<file path="config.mk">
export PLATFORM = sky130hd
export DESIGN_NAME = vga_fb_arbiter
export DESIGN_NICKNAME = d
export VERILOG_FILES = /design/src/rtl/vga_fb_arbiter.sv
export SDC_FILE = /design/constraint.sdc
export NUM_CORES = 1
export LEC_CHECK = 0
export CELL_PAD_IN_SITES_DETAIL_PLACEMENT = 0
export CELL_PAD_IN_SITES_GLOBAL_PLACEMENT = 1
export CORE_ASPECT_RATIO = 0.6
export CORE_MARGIN = 3
export CORE_UTILIZATION = 29
export CTS_CLUSTER_SIZE = 30
export DETAILED_ROUTE_END_ITERATION = 10
export GPL_ROUTABILITY_DRIVEN = 0
export PLACE_DENSITY = 0.82
export SLEW_MARGIN = 20
export SYNTH_ARGS = -nofsm -noshare
export SYNTH_HDL_FRONTEND = slang
export SYNTH_SLANG_ARGS = --single-unit
</file>
<file path="constraint.sdc">
create_clock -name clk -period 4.6 [get_ports clk]
set_input_delay 1.38 -clock clk [delete_from_list [all_inputs] [get_ports clk]]
set_output_delay 1.38 -clock clk [all_outputs]
set_load 0.02 [all_outputs]
</file>
<file path="src/rtl/vga_fb_arbiter.sv">
// Framebuffer RAM arbiter: scanout fetch (absolute priority), host writes, hardware clear engine.
// Optional macro VGA_FB_STATS_EN adds the stall_cnt port (host stall cycles since last vsync rise).
module vga_fb_arbiter #(
  parameter  int unsigned FB_W     = 160,
  parameter  int unsigned FB_H     = 120,
  parameter  int unsigned SCALE_SH = 2,
  parameter  int unsigned AW       = 15,
  localparam int unsigned CW       = 3,
  localparam int unsigned PW       = 10,
  localparam int unsigned SW       = 16
) (
  input  logic          clk,
  input  logic          rst,
  input  logic [PW-1:0] hpos,
  input  logic [PW-1:0] vpos,
  input  logic          display_on,
  input  logic          hsync_in,
  input  logic          vsync_in,
  output logic [CW-1:0] rgb,
  output logic          hsync_out,
  output logic          vsync_out,
  output logic          display_on_out,
  input  logic          wr_valid,
  output logic          wr_ready,
  input  logic [AW-1:0] wr_addr,
  input  logic [CW-1:0] wr_data,
  input  logic          clear_req,
  input  logic [CW-1:0] clear_color,
  output logic          busy,
  output logic [AW-1:0] ram_addr,
  output logic          ram_we,
  output logic [CW-1:0] ram_wdata,
  input  logic [CW-1:0] ram_rdata
`ifdef VGA_FB_STATS_EN
  ,
  output logic [SW-1:0] stall_cnt
`endif
);

  localparam int unsigned    CELLS     = FB_W * FB_H;
  localparam logic [AW-1:0] CELLS_A   = AW'(CELLS);
  localparam logic [AW-1:0] LAST_ADDR = AW'(CELLS - 1);

  typedef enum logic [0:0] {
    IDLE  = 1'b0,
    CLEAR = 1'b1
  } state_t;

  state_t        state, state_next;
  logic [AW-1:0] clr_addr, clr_addr_next;
  logic [CW-1:0] clr_color, clr_color_next;
  logic          scan_fetch;
  logic [AW-1:0] fetch_addr;
  logic          display_on_d1, fetch_d1, hsync_d1, vsync_d1;
  logic [CW-1:0] cell_hold;

  // One RAM read per cell edge; the low hpos bits select the fetch slot.
  assign scan_fetch = display_on && (hpos[SCALE_SH-1:0] == '0);
  assign fetch_addr = AW'(vpos >> SCALE_SH) * AW'(FB_W) + AW'(hpos >> SCALE_SH);
  assign busy       = (state == CLEAR);

  always_ff @(posedge clk) begin
    if (rst) begin
      state     <= IDLE;
      clr_addr  <= '0;
      clr_color <= '0;
    end else begin
      state     <= state_next;
      clr_addr  <= clr_addr_next;
      clr_color <= clr_color_next;
    end
  end

  // RAM port arbitration and next-state; scan owns the address in its slot.
  always_comb begin
    state_next     = state;
    clr_addr_next  = clr_addr;
    clr_color_next = clr_color;
    wr_ready       = 1'b0;
    ram_addr       = '0;
    ram_we         = 1'b0;
    ram_wdata      = '0;

    if (scan_fetch) begin
      ram_addr = fetch_addr;
    end

    case (state)
      IDLE: begin
        wr_ready = !scan_fetch && !rst;
        if (wr_valid && wr_ready) begin
          ram_addr  = wr_addr;
          ram_wdata = wr_data;
          ram_we    = (wr_addr < CELLS_A);
        end
        if (clear_req) begin
          state_next     = CLEAR;
          clr_addr_next  = '0;
          clr_color_next = clear_color;
        end
      end
      CLEAR: begin
        if (!scan_fetch && !rst) begin
          ram_addr      = clr_addr;
          ram_wdata     = clr_color;
          ram_we        = 1'b1;
          clr_addr_next = clr_addr + AW'(1);
          if (clr_addr == LAST_ADDR) begin
            state_next = IDLE;
          end
        end
      end
      default: state_next = IDLE;
    endcase
  end

  // Two-stage pixel pipeline: RAM read latency plus output register.
  always_ff @(posedge clk) begin
    if (rst) begin
      display_on_d1  <= 1'b0;
      fetch_d1       <= 1'b0;
      hsync_d1       <= 1'b0;
      vsync_d1       <= 1'b0;
      cell_hold      <= '0;
      rgb            <= '0;
      hsync_out      <= 1'b0;
      vsync_out      <= 1'b0;
      display_on_out <= 1'b0;
    end else begin
      display_on_d1  <= display_on;
      fetch_d1       <= scan_fetch;
      hsync_d1       <= hsync_in;
      vsync_d1       <= vsync_in;
      hsync_out      <= hsync_d1;
      vsync_out      <= vsync_d1;
      display_on_out <= display_on_d1;
      if (fetch_d1) begin
        cell_hold <= ram_rdata;
      end
      if (!display_on_d1) begin
        rgb <= '0;
      end else if (fetch_d1) begin
        rgb <= ram_rdata;
      end else begin
        rgb <= cell_hold;
      end
    end
  end

`ifdef VGA_FB_STATS_EN
  logic vsync_rise;

  assign vsync_rise = vsync_in && !vsync_d1;

  // Saturating count of host stall cycles, restarted every frame.
  always_ff @(posedge clk) begin
    if (rst || vsync_rise) begin
      stall_cnt <= '0;
    end else if (wr_valid && !wr_ready && (stall_cnt != {SW{1'b1}})) begin
      stall_cnt <= stall_cnt + SW'(1);
    end
  end
`endif

endmodule

</file>
* Yosys cells after proc, flatten, opt, wreduce, memory -nomap -nowiden
Cells that the tools add are included.
W data, S select, Z words.
** Storage, ports and cells
- Bits in registers :: 32
- Input port bits :: 51
- Logic and storage cells :: 49
- Output and inout port bits :: 27
** Operators by class
- Multiplexer cells :: 19
- Eq/ne operators :: 3
- Reductions and logical operators :: 9
- Magnitude comparators :: 1
- Bitwise gates (word level) :: 2
- Add/sub/neg operators :: 2
- $mul :: 1
** Operators with widths (number)
- $mux W15 :: 5
- $pmux W15 S2 :: 2
- $add A15 B1 Y15 const B :: 1
- $add A15 B8 Y15 :: 1
- $eq A15 B15 Y1 const B :: 1
- $lt A15 B15 Y1 const B :: 1
- $mul A8 B3 Y10 const B :: 1
- $mux W3 :: 3
- $mux W1 :: 6
- $pmux W3 S2 :: 1
- $pmux W1 S2 :: 2
- $reduce_and A2 Y1 :: 2
- $logic_and A1 B1 Y1 :: 3
- $logic_not A1 Y1 :: 2
- $logic_not A2 Y1 :: 1
- $ne A2 B1 Y1 const B :: 1
- $ne A2 B2 Y1 const B :: 1
- $not A1 Y1 :: 2
- $reduce_or A2 Y1 :: 1

* Logic depth before layout (Yosys ltp)
- Depth in word-level cells :: 7
- Gate-level depth with buffers :: 10
- Mapped depth without buffers :: 10

* Worst setup path before layout
OpenSTA, ideal clock, no wires.
- Path kind :: input port to output port
- Start :: input port vpos[3]
- End :: output port ram_addr[14]
- Required time :: 3.220 ns
- Buffers on the path :: 0
- Path slack :: -0.298 ns
- Arrival :: 3.518 ns
- Cell stages on the path :: 8
- Cells stage by stage :: ha_1 > ha_1 > inv_1 > fa_1 > nor4_2 > nand4_1 > xnor2_1 > o21ai_0
** Between the ends
- Word-level cells in the longest chain between the ends :: 5
- Elaborated cells on any way between the ends :: 6
- Classes of those cells :: add/sub: 1; mul: 1; mux: 4
** Ends and longest elaborated chain
- start: declaration :: line 15 : input logic [PW-1:0] vpos,
- $mul A8 B3 Y10 * :: line 59 : assign fetch_addr = AW'(vpos >> SCALE_SH) * AW'(FB_W) + AW'(hpos >> SCALE_SH);
- $add A15 B8 Y15 * :: line 59
- $mux W15 * :: line 84 : if (scan_fetch) begin
- $mux W15 (on tied branches) :: line 103, 91
- $pmux W15 S2 * :: line 88 : case (state)
- end: declaration :: line 30 : output logic [AW-1:0] ram_addr,
Mark *: on every way between the ends. The rest lies on a longest branch, timed or not.

* Worst setup path after layout
- Start :: input port vpos[2]
- End :: output port ram_addr[13]
The elaborated chain is that of the path after synthesis.

==> results.md <==
- First-pass GRT wire length: 11.3 mm
- GR Overflow Total: 0
- Distinct cells, synth: 50
- Crit-path max cell delay: 250 ps
- Syn_nets: 330
- Sink Count: 32
- CTS tree: yes
- Synth area leaders: dfxtp_1 (30%), ha_1 (9.3%), a21oi_1 (4.9%), nor2_1 (4.5%), a222oi_1 (3.7%)
- DRC viols: 0
- Tot GR Track Use: 0.168
- Share of cells above drive strength 1: 0.280
- Rows: 23
- Status: complete, but fails checks
- I/O Pins: between 70 and 80
- CP Max Fanout: 3
- Antenna cell count: 0
- Drt first pass iters: 5
- Pin count of the biggest net entering global routing: 23
- Commonest non-fill, non-tap cell in the layout: clkdlybuf4s50_1
- Fmax: 0.207 GHz
- H-tree level count: 2
- Hold_buf cts: 0
- Worst hold slack: ~430 ps
- Nets: between 400 and 500
- Post-synth ARST share: 0
- Synth warn: 0
- Die ar.: 0.00852 mm2
- I/O Buffers: between 70 and 80
- CTS max path bufs: 2
- DRT antenna net count: 0
- Worst skew pair latency: approximately 280 ps
- Clock transition at path regs: about 50 ps
- Seq/Total Area, Yosys: 0.298
- Max-slew violation count: 0
- CTS Buf Count: 5
- Minimum clock period: roughly 4800 ps
- Crit end category: primary output
- Hold Vio Cnt, Final: 0
- Synth Cell Area: roughly 0.0022 mm2
- Endpoints failing setup: 5
- Drt initial violations: ~160
- Cell Chain, Critical Path: clkdlybuf4s15_2 -> ha_4 -> ha_4 -> buf_4 -> buf_4 -> a211oi_4 -> buf_4 -> nor4b_2 -> nand4b_1 -> buf_4 -> xor2_1 -> o21ai_2 -> buf_6
- Leakage: 1.49 nW
- Core area: between 0.006 and 0.007 mm2
- Maximum vdd drop: around 0.14 mV
- Startpoint class of the critical path: input pin
- Largest area contributor in the netlist: dfxtp_1
- Critical Path AT: between 3000 and 4000 ps
- Vias/cell: ~5.2
- Die width: roughly 120 um
- Failing checks: setup timing
- Post-DP HPWL: roughly 5.3 mm
- Yosys reg bits: 32
- Req. time, crit path: 3220 ps
- Slew HR: 0.639
- Routed WL: ~7.2 mm
- Max stage delay cell, worst path: a211oi_4
- Cell area power density: 271 mW/mm2
- Antenna violations before repair: 0
- Most frequent cell on the critical path: buf_4
- Slew @ Worst Pin: about 540 ps
- Unrepaired setup endpoints after global routing: true
- Final period utilization: 1.05
- Chip Height: 72.7 um
- CTS Root Cell: clkbuf_16
- Clock Skews: a little under 3 ps
- Syn avg cell area: between 8 and 9 um2
- Initial Util: 0.310
- Vias in the first global route: about 2300
- PnR worst setup slack: -225 ps
- Most frequent cells in the layout: clkdlybuf4s50_1 (47), buf_4 (36), dfxtp_1 (32), nor2_1 (26), a21oi_1 (21)
- Crit Path Category: in -> out
- Post-synth EDFFs: 0
- Worst Hold Class: reg -> reg
- Pre-CTS setup slack: -1270 ps
- Synth Flop Type: dfxtp_1
- Share of the synthesized area in the top cell type: 0.298
- Cells after synthesis: ~260
- WL/cell: between 15 and 20 um
- Routed via count: 2441
- Area Overhead vs Synth: 70.1%
- Max-capacitance violation count: 0
[cell type report]
| cell class | count | area, um2 |
|---|---|---|
| inverters | 11 | 41.3 |
| repair buffers | 113 | 1010 |
| fillers | 635 | 3280 |
| multi-input cells | 207 | 1680 |
| clock inverters | 3 | 42.5 |
| clock buffers | 5 | 125 |
| well taps | 100 | 125 |
| flip-flops and latches | 32 | 641 |
[registers in the layout, indices dropped and copies added, names as in the netlist]
register and count:
clr_addr 15, vsync_out 1, busy 1, rgb 3, cell_hold 3, clr_color 3, hsync_d1 1, display_on_d1 1
vsync_d1 1, display_on_out 1, hsync_out 1, fetch_d1 1
[critical path, delay by kind of cell]
| kind | cells | cell delay (ps) |
|---|---|---|
| xor gates and xnor gates | 1 | 150 |
| buffers and inverters | 6 | 940 |
| adders and majority gates | 2 | 320 |
| and+or+nand+nor | 2 | 260 |
| AOI/OAI and AO/OA | 2 | 400 |
[power breakdown]
part	leakage [nW]	total [mW]	internal [mW]	switching, mW
Combinational	1.15	0.326	0.175	0.152
Clock	0.0798	0.378	0.254	0.123
Sequential	0.260	0.288	0.283	0.00442
[routing by layer]
| metal | track usage | part of all wire | vias to the layer above |
|---|---|---|---|
| met5 | 0 | 0 | - |
| met4 | 0.0254 | 0.0043 | 0 |
| met3 | 0.0530 | 0.081 | 4 |
| met2 | 0.251 | 0.43 | 107 |
| met1 | 0.243 | 0.49 | 1164 |
| li1 | - | - | 1166 |
[kinds of logic after synthesis]
family                   Yosys count  share of synthesized area
multiplexers                       4                     0.0186
adder cells (fa/ha/maj)           18                      0.112
flip-flops                        32                      0.298
AND/OR/NAND/NOR                  110                      0.286
XOR/XNOR                           9                     0.0366
buffers and inverters             22                     0.0419
AO/OA/AOI/OAI                     66                      0.208
[path summary, 6_finish.rpt]
kind | from | end | slack [ps] | depth (start not counted)
max | vpos[2] | ram_addr[13] | -230 | 13
min | vsync_d1$_SDFF_PP0_ | vsync_out$_SDFF_PP0_ | 430 | 1
max reg2reg | busy$_SDFF_PP0_ | clr_addr[13]$_SDFFE_PP0P_ | 2660 | 7
min reg2reg | vsync_d1$_SDFF_PP0_ | vsync_out$_SDFF_PP0_ | 430 | 1
[metrics by stage]
stage | instance area (um2) | cells | utilization | TNS [ps] | power (mW)
6_report | 3660 | 471 | 0.528 | -788 | 0.992
3_3_place_gp | 3270 | 456 | 0.472 | -8890 | 0.557
4_1_cts | 3610 | 470 | 0.520 | -591 | 0.973
2_1_floorplan | 2180 | 261 | - | 0 | 0.426
3_5_place_dp | 3270 | 456 | 0.472 | -9120 | 0.563
5_1_grt | 3660 | 471 | 0.528 | -1320 | 1.04
[cells in the mapped netlist (8+ instances only)]
master    instances
dfxtp_1          32
a222oi_1          8
nand3_1           8
nor2b_1          12
o21ai_0          13
and2_1            8
nor2_1           26
nand2_1          19
ha_1             16
a21oi_1          21
inv_1            11
[timing repair]
item | 4_1_cts | 5_1_grt
buffers inserted | 6 | 1
setup endpoints to repair | 18 | 18
gates resized for setup | 100 | 32
pin swaps | 17 | 7
Note: power is estimated with default switching activity, not from simulation.
